===== src/rtl/irq_request_latch_pkg.sv =====
// ---------------------------------------------------------------------------
// irq_pkg
//   Shared definitions for the interrupt request-capture stage that feeds the
//   8-to-3 priority encoder.
//   Contents:
//     PKG_WIDTH / PKG_IDX_W : request-vector width and encoder index width
//     state_t               : presentation FSM state encoding
//     idx_to_onehot()       : decode of an acknowledged index into a bit mask
// ---------------------------------------------------------------------------
package irq_pkg;

   localparam int PKG_WIDTH = 8;
   localparam int PKG_IDX_W = 3;

   // IDLE   : nothing presented, waiting for a masked pending bit
   // BUSY   : snapshot frozen on req_vec/req_en, waiting for the acknowledge
   // SETTLE : one quiet cycle so the cleared pending bit is visible to IDLE
   typedef enum logic [1:0] {
      ST_IDLE   = 2'd0,
      ST_BUSY   = 2'd1,
      ST_SETTLE = 2'd2
   } state_t;

   function automatic logic [PKG_WIDTH-1:0] idx_to_onehot(
      input logic [PKG_IDX_W-1:0] idx
   );
      logic [PKG_WIDTH-1:0] v;
      v = '0;
      v[idx] = 1'b1;
      return v;
   endfunction

endpackage


===== src/rtl/irq_request_latch_sync.sv =====
// ---------------------------------------------------------------------------
// irq_sync
//   WIDTH-wide, STAGES-deep flop chain bringing asynchronous request lines
//   into the clk domain. Each bit is synchronised independently; no
//   cross-bit coherence is implied.
//   Ports:
//     clk    : sampling clock, rising edge
//     rst_n  : asynchronous active-low reset, clears every stage
//     i_d    : raw asynchronous inputs
//     o_q    : synchronised outputs (i_d delayed by STAGES flops)
// ---------------------------------------------------------------------------
module irq_sync #(
   parameter int WIDTH  = 8,
   parameter int STAGES = 2
) (
   input  logic             clk,
   input  logic             rst_n,
   input  logic [WIDTH-1:0] i_d,
   output logic [WIDTH-1:0] o_q
);

   logic [STAGES-1:0][WIDTH-1:0] r_stage;

   always_ff @(posedge clk or negedge rst_n) begin
      if (!rst_n) begin
         r_stage <= '0;
      end else begin
         r_stage[0] <= i_d;
         for (int s = 1; s < STAGES; s++) begin
            r_stage[s] <= r_stage[s-1];
         end
      end
   end

   assign o_q = r_stage[STAGES-1];

endmodule


===== src/rtl/irq_request_latch.sv =====
// ---------------------------------------------------------------------------
// irq_request_latch
//   Request-capture stage in front of the 8-to-3 priority encoder. Raw
//   request lines are synchronised, turned into sticky pending bits (edge or
//   level per bit), and a masked snapshot is presented to the encoder until
//   the consumer acknowledges the encoded index.
//
//   Handshake: req_en=1 means req_vec is a frozen, valid snapshot. It stays
//   frozen until a cycle with ack_valid=1 and req_vec[ack_idx]=1; that cycle
//   clears pending[ack_idx] and req_en/req_vec read 0 from the next cycle.
//   Any other ack_valid cycle is rejected with a one-cycle ack_err pulse.
//
//   Ports:
//     clk, rst_n  : clock (rising edge) and async active-low reset
//     irq_in      : raw asynchronous request lines
//     edge_mode   : per bit 1 = rising-edge triggered, 0 = level triggered
//     mask        : per bit 1 = allowed into a snapshot
//     req_vec     : snapshot of masked pending bits (encoder i)
//     req_en      : snapshot valid (encoder en)
//     ack_valid   : single-cycle acknowledge strobe
//     ack_idx     : acknowledged index (encoder y returned by the consumer)
//     ack_err     : one-cycle pulse on a rejected acknowledge
//     ovf         : sticky per-bit overflow (edge arrived while still pending)
//     ovf_clr     : clears all ovf bits
//     dbg_state   : current presentation FSM state
// ---------------------------------------------------------------------------
module irq_request_latch
   import irq_pkg::*;
#(
   parameter int WIDTH       = PKG_WIDTH,
   parameter int IDX_W       = PKG_IDX_W,
   parameter int SYNC_STAGES = 2
) (
   input  logic             clk,
   input  logic             rst_n,
   input  logic [WIDTH-1:0] irq_in,
   input  logic [WIDTH-1:0] edge_mode,
   input  logic [WIDTH-1:0] mask,
   output logic [WIDTH-1:0] req_vec,
   output logic             req_en,
   input  logic             ack_valid,
   input  logic [IDX_W-1:0] ack_idx,
   output logic             ack_err,
   output logic [WIDTH-1:0] ovf,
   input  logic             ovf_clr,
   output state_t           dbg_state
);

   generate
      if (WIDTH != (1 << IDX_W)) begin : g_bad_width
         $error("irq_request_latch: WIDTH must equal 2**IDX_W");
      end
      if (SYNC_STAGES < 2) begin : g_bad_sync
         $error("irq_request_latch: SYNC_STAGES must be at least 2");
      end
      if (WIDTH != PKG_WIDTH || IDX_W != PKG_IDX_W) begin : g_bad_pkg
         $error("irq_request_latch: WIDTH/IDX_W must match irq_pkg");
      end
   endgenerate

   // ------------------------------------------------------------------
   // Synchronisation and edge detection
   // ------------------------------------------------------------------
   logic [WIDTH-1:0] w_sync;
   logic [WIDTH-1:0] r_sync_prev;
   logic [WIDTH-1:0] w_rise;
   logic [WIDTH-1:0] w_set;

   irq_sync #(
      .WIDTH  (WIDTH),
      .STAGES (SYNC_STAGES)
   ) u_sync (
      .clk   (clk),
      .rst_n (rst_n),
      .i_d   (irq_in),
      .o_q   (w_sync)
   );

   always_ff @(posedge clk or negedge rst_n) begin
      if (!rst_n) begin
         r_sync_prev <= '0;
      end else begin
         r_sync_prev <= w_sync;
      end
   end

   assign w_rise = w_sync & ~r_sync_prev;
   assign w_set  = (edge_mode & w_rise) | (~edge_mode & w_sync);

   // ------------------------------------------------------------------
   // Acknowledge decode
   // ------------------------------------------------------------------
   state_t           r_state;
   logic [WIDTH-1:0] r_req_vec;
   logic             r_req_en;
   logic             r_ack_err;
   logic [WIDTH-1:0] r_pending;
   logic [WIDTH-1:0] r_ovf;

   logic             w_ack_hit;
   logic [WIDTH-1:0] w_clr;
   logic [WIDTH-1:0] w_present;

   // Only an acknowledge naming a bit of the frozen snapshot is honoured.
   assign w_ack_hit = ack_valid && (r_state == ST_BUSY) && r_req_vec[ack_idx];
   assign w_clr     = w_ack_hit ? idx_to_onehot(ack_idx) : '0;
   assign w_present = r_pending & mask;

   // ------------------------------------------------------------------
   // Pending and overflow state
   // ------------------------------------------------------------------
   // Set has priority over clear, so a level bit that is still asserted, or
   // a fresh edge landing on the acknowledge cycle, is never lost.
   always_ff @(posedge clk or negedge rst_n) begin
      if (!rst_n) begin
         r_pending <= '0;
         r_ovf     <= '0;
      end else begin
         r_pending <= w_set | (r_pending & ~w_clr);
         r_ovf     <= (edge_mode & w_rise & r_pending)
                    | (r_ovf & ~{WIDTH{ovf_clr}});
      end
   end

   // ------------------------------------------------------------------
   // Presentation FSM (all encoder-facing outputs registered here)
   // ------------------------------------------------------------------
   always_ff @(posedge clk or negedge rst_n) begin
      if (!rst_n) begin
         r_state   <= ST_IDLE;
         r_req_vec <= '0;
         r_req_en  <= 1'b0;
         r_ack_err <= 1'b0;
      end else begin
         r_ack_err <= ack_valid && !w_ack_hit;
         case (r_state)
            ST_IDLE: begin
               if (w_present != '0) begin
                  r_req_vec <= w_present;
                  r_req_en  <= 1'b1;
                  r_state   <= ST_BUSY;
               end else begin
                  r_req_vec <= '0;
                  r_req_en  <= 1'b0;
               end
            end
            ST_BUSY: begin
               // Snapshot held untouched until a valid acknowledge.
               if (w_ack_hit) begin
                  r_req_vec <= '0;
                  r_req_en  <= 1'b0;
                  r_state   <= ST_SETTLE;
               end
            end
            ST_SETTLE: begin
               r_req_vec <= '0;
               r_req_en  <= 1'b0;
               r_state   <= ST_IDLE;
            end
            default: begin
               r_req_vec <= '0;
               r_req_en  <= 1'b0;
               r_state   <= ST_IDLE;
            end
         endcase
      end
   end

   assign req_vec   = r_req_vec;
   assign req_en    = r_req_en;
   assign ack_err   = r_ack_err;
   assign ovf       = r_ovf;
   assign dbg_state = r_state;

endmodule


===== config.mk =====
export PLATFORM = sky130hd
export DESIGN_NAME = irq_request_latch
export DESIGN_NICKNAME = d
export VERILOG_FILES = /design/src/rtl/irq_request_latch_pkg.sv /design/src/rtl/irq_request_latch_sync.sv /design/src/rtl/irq_request_latch.sv
export SDC_FILE = /design/constraint.sdc
export NUM_CORES = 1
export LEC_CHECK = 0
export ABC_AREA = 0
export CELL_PAD_IN_SITES_DETAIL_PLACEMENT = 0
export CELL_PAD_IN_SITES_GLOBAL_PLACEMENT = 1
export CORE_ASPECT_RATIO = 1.5
export CORE_MARGIN = 5
export CORE_UTILIZATION = 31
export DETAILED_ROUTE_END_ITERATION = 7
export GPL_TIMING_DRIVEN = 1
export MAX_ROUTING_LAYER = met4
export PLACE_DENSITY_LB_ADDON = 0.2
export SLEW_MARGIN = 10
export SYNTH_ARGS = -nofsm -noshare
export SYNTH_HDL_FRONTEND = slang
export SYNTH_SLANG_ARGS = --single-unit

===== constraint.sdc =====
create_clock -name clk -period 1.4 [get_ports clk]
set_input_delay 0.28 -clock clk [delete_from_list [all_inputs] [get_ports clk]]
set_output_delay 0.28 -clock clk [all_outputs]
set_load 0.03 [all_outputs]

Yosys cells after proc, flatten, opt, wreduce, memory -nomap -nowiden. Index checks and enable logic that the tools add are counted.

Register bits after elaboration: 52. Input bits: 31. Output and inout port bits: 20. Word-level logic and storage cells: 50.

Equal/unequal tests: 3. Reduce and logical (&&, ||, !) cells: 8. Bitwise logic cells: 14. Multiplexer cells: 14. $lt $le $gt $ge: 2.

Operator list (number): bitwise AND 8 bit (7); NOT 8 bit (4); two-way mux 8 bit (3); OR 8 bit (3); case mux 8 bit (2 select lines) (1); nonzero test 8 bit (1); logical AND 1 bit (4); less-than comparator 3 x 4 -> 1 bit (second input constant) (1); two-way mux 1 bit (4); two-way mux 2 bit (2); != test 2 bit (second input constant) (2); case mux 2 bit (2 select lines) (1); binary-select mux 1 bit (select 3 bit) (1); demux 1 bit (select 3 bit) (1); greater-or-equal comparator 3 x 1 -> 1 bit (second input constant) (1); == test 2 x 1 -> 1 bit (second input constant) (1); logical NOT 2 bit (1); case mux 1 bit (2 select lines) (1); AND reduction 2 bit (1); logical NOT 1 bit (1).

Depth between registers and ports, before layout.
Depth after elaboration: 8. Mapped depth: 6. Depth with buffers taken out: 4.

Hierarchy. Synthesis repeated with hierarchy kept, for this count alone.

Cell total of the unflattened synthesis: 151. Area total of the unflattened synthesis: 2008.2 um2.

Modules (own cells, without submodules): irq_request_latch (times used 1, area each 1547.7 um2, cells an instance 127, sequential area each 900.9 um2); irq_sync (times used 1, area each 460.4 um2, cells an instance 24, sequential area each 400.4 um2).

Worst setup path before layout. Ideal clock, no wire load.

Kind: flip-flop to flip-flop. From: reg r_state[0], in the netlist dbg_state[0]. To: reg r_pending[4]. Cell stages (with the launch flop): 5. Slack: -0.070 ns. Setup time: 0.134 ns. Required time: 1.266 ns. Arrival: 1.336 ns. Period minus slack after synthesis: 1.470 ns. Path buffers: 0. Path through: dfrtp_1 -> nor2b_1 -> nand2_1 -> a2111oi_0 -> a21oi_1.

Word-level cells in the longest chain between the ends: 7.

Ends and longest elaborated chain: start: declaration (RTL line irq_request_latch.sv:93) `state_t r_state;`; start signal: assignment (RTL line irq_request_latch.sv:130) `r_state <= ST_IDLE;`; start signal: assignment (RTL line irq_request_latch.sv:141) `r_state <= ST_BUSY;`; start signal: assignment (RTL line irq_request_latch.sv:152) `r_state <= ST_SETTLE;`; == test 2 x 1 -> 1 bit (RTL line irq_request_latch.sv:105) `assign w_ack_hit = ack_valid && (r_state == ST_BUSY) && r_req_vec[ack_idx];`; logical AND 1 bit (2 in a row) (RTL line irq_request_latch.sv:105); two-way mux 8 bit (RTL line irq_request_latch.sv:106) `assign w_clr = w_ack_hit ? idx_to_onehot(ack_idx) : '0;`; NOT 8 bit (RTL line irq_request_latch.sv:119) `r_pending <= w_set | (r_pending & ~w_clr);`; bitwise AND 8 bit (RTL line irq_request_latch.sv:119); OR 8 bit (RTL line irq_request_latch.sv:119); end signal: assignment (RTL line irq_request_latch.sv:119); end: declaration (RTL line irq_request_latch.sv:97) `logic [WIDTH-1:0] r_pending;`.

Every way passes these cells. A chain may end at the register's enable or synchronous reset.

Worst setup path in the final report.
From: reg r_req_vec[0], in the netlist req_vec[0]. To: out req_vec[0].

RTL lines: start: declaration (RTL line irq_request_latch.sv:94) `logic [WIDTH-1:0] r_req_vec;`; start signal: assignment (RTL line irq_request_latch.sv:139) `r_req_vec <= w_present;`; end: declaration (RTL line irq_request_latch.sv:39) `output logic [WIDTH-1:0] req_vec,`.

No word-level cell between the ends.

==> reports/qor.txt <==
RSZ-0062 raised after global routing -> true
Post-Syn Nets -> 185
HPWL after detailed placement -> 4182 um
hold_ws -> 0.3561 ns
CTS buffer count -> 5
nets -> 264
Area Growth Syn to Fin -> 52.34%
first-pass GRT wire length -> 8735 um
insertion delay to the later sink of the worst-skew pair -> 0.30 ns
area of the core -> 6131 um^2
H-tree Lvls -> 2
Finished Layout Cells -> 308
max frequency -> 0.6994 GHz
CTS tree -> done
mux cell area share after synthesis -> 0.02047
top cell type's share of synthesized area -> 0.6654
Worst R2R Path Depth -> 5
Crit Path Max Fanout -> 2
Synth Area in Compound Gates -> 0.1894
commonest non-fill, non-tap cell in the layout -> dfrtp_1
skew final -> 0.009647 ns
drt pass-1 iters -> 4
Final Max Slew Viols -> 0
initial antenna violation count -> 0
CP peak stage delay -> 0.43 ns
vias per inst -> 4.974
crit path cell chain -> buf_4 > clkdlybuf4s15_2
Critical Path RT -> 1.12 ns
internal reg-to-reg setup slack -> 0 ns
met3 usage -> 0.02336
Rows -> 35
Die ar. -> 8030 um^2
Longest Clk Path Bufs -> 2
syn avg cell area -> 12.70 um^2
layout cells sized above 1 -> 0.3205
main combinational cell family by area after synthesis -> compound AO/OA/AOI/OAI gates
DR iter-0 viols -> 88
setup ws final -> -0.02982 ns
met2 Usage GRT -> 0.2456
sequential share of the synthesized area -> 0.6654
CP top delay family -> flip-flops
Top Usage Layer GRT -> met2
library cells used by synthesis -> 24
Synth Cell Area -> 1956 um^2
fin crit period -> 1.430 ns
io pins -> 51
wirelength, routed -> 5472 um
Syn Inst Count -> 154
Least-Margin Pin Slew -> 0.3954 ns
grt met1 use -> 0.1899
number of global-route vias before repair -> 1715
Buf+Inv Stages, Crit Path -> 2
Critical Path Source -> req_vec[0]
clock slew at reported path FFs -> 0.10 ns
n_diodes -> 0
Yosys top cell by area -> dfrtp_1
Peak VDD IR -> 643.0 uV
Post-Synth Simple-Gate Area -> 0.09149
Layout fillers -> 567
outcome -> complete, but fails checks
detailed-route via count -> 1532
cell area power density -> 990.3 nW/um^2
worst r2r src -> req_vec[1]
nature of the critical path endpoint -> primary output
I/O Buffers -> 50
commonest cells after routing, fill and taps aside -> dfrtp_1 (43), clkdlybuf4s50_1 (26), buf_4 (20)
Routed Antenna Nets -> 0
final setup vio count -> 2
Die Ht -> 107.3 um
main area contributors after synthesis -> dfrtp_1 (67%), a32o_1 (4.1%), a21oi_1 (3.8%)
# Max-Cap Violations -> 0
startpoint types -> register
clock sinks -> 52
Post-Synth XOR/XNOR Area -> 0
GP Congestion -> 0.8985
Synth warnings -> 0
Clk Tree Root Cell -> clkbuf_8
DRC Markers -> 0
total gr overflow -> 0
Placed Cells -> 299
leakage power -> 1.232 nW
total track usage -> 0.1505
Hold Crit Class -> reg2reg
slowest CP cell -> dfrtp_2
end of the critical path -> req_vec[0]
critical path class -> reg2out
slew margin rel. -> 0.7348
pin count of the biggest net entering global routing -> 27
Tcrit/Tclk final -> 1.021
failing checks -> negative setup slack
Die X -> 74.85 um
stages on the worst setup path -> 2
Final Hold Viols -> 0
Initial Util -> 0.3190
crit path DAT -> 1.15 ns
average wire per standard cell -> 17.77 um
#FFs+latches synth -> 52
Worst R2R End -> dbg_state[1]
Adder-Cell Fraction of Synth Area -> 0
logic make-up (layout without fill, tap and decap cells):
kind of cell | count (synthesis) | count (layout)
AO/OA/AOI/OAI | 51 | 51
multiplexers | 4 | 4
flip-flops | 52 | 52
AND/OR/NAND/NOR | 33 | 33
buffers and inverters | 14 | 94
stage by stage:
stage / total power, mW / utilization / TNS, ns / cell area [um^2] / setup WS [ns]
after floorplan: 1.708 / - / 0 / 1969 / 0.008333
after global placement: 1.941 / 0.4480 / -11.00 / 2746 / -0.6121
after detailed placement: 1.946 / 0.4480 / -11.71 / 2746 / -0.6372
after CTS: 2.979 / 0.4761 / -0.3707 / 2919 / -0.06464
after global routing: 3.079 / 0.4859 / -0.6469 / 2979 / -0.06759
final: 2.950 / 0.4859 / -0.03115 / 2979 / -0.02982
worst min path at each step:
stage | start | to | slack [ns] | cells past startpoint
2_1_floorplan | rst_n | ack_err | -0.02 | 0
3_3_place_gp | rst_n | r_pending[0] | 0.20 | 1
3_5_place_dp | rst_n | r_pending[0] | 0.20 | 1
4_1_cts | u_sync.r_stage[0] | u_sync.o_q[0] | 0.36 | 0
5_1_grt | u_sync.r_stage[0] | u_sync.o_q[0] | 0.36 | 0
6_report | u_sync.r_stage[0] | u_sync.o_q[0] | 0.36 | 0
cell usage after synthesis:
cell and number:
dfrtp_1 52, nand2_1 16, a21oi_1 15, inv_1 11, o21ai_0 10, a32o_1 8
nand4b_1 8, a211oi_1 4, a22oi_1 4, a31oi_1 4, mux2i_1 4, a2111oi_0 2
nand2b_1 2, nand3_1 2, nor2_1 2, o32ai_2 2, and3_1 1, buf_2 1
buf_4 1, buf_6 1, nor2b_1 1, o31a_1 1, o31ai_4 1, or2_1 1
registers in the layout (all words and copies together), names as in the netlist:
name            count
u_sync.o_q          8
r_sync_prev         8
req_en              1
ovf                 8
ack_err             1
req_vec             8
dbg_state           2
r_pending           8
u_sync.r_stage      8
power by group:
group	total, mW	internal, mW	switching, mW
Sequential	1.59	1.56	0.0313
Clock	1.03	0.530	0.503
Combinational	0.331	0.161	0.171
Total	2.95	2.25	0.705
per-layer routing:
metal | up-vias | routed length (um)
met5 | - | 0
met4 | 0 | 49
met3 | 4 | 235
met2 | 41 | 2805
met1 | 760 | 2382
li1 | 727 | -
layout make-up:
cell class / count / area [um^2] / share of cell area
clock inverter: 3 / 42.54 / 0.01428
sequential: 52 / 1313 / 0.4406
clock buffer: 5 / 68.82 / 0.02310
inverter: 11 / 41.29 / 0.01386
tap: 74 / 92.59 / 0.03108
timing repair buffer: 75 / 689.4 / 0.2314
multi-input combinational: 88 / 732.0 / 0.2457
worst register-to-register path, delay by kind of cell, from the launching register on:
kind | cells | cell delay [ns]
flip-flops | 1 | 0.45
AND/OR/NAND/NOR | 2 | 0.42
multiplexers | 1 | 0.17
buffers and inverters | 1 | 0.14
AO/OA/AOI/OAI | 1 | 0.13
timing repair:
action,4_1_cts,5_1_grt
hold endpoints to repair,12,0
resized for setup,46,28
endpoints found under the setup margin,38,27
hold buffers,1,0
buffers inserted,0,0
pin swaps,0,5
(Power assumes the default switching activity.)
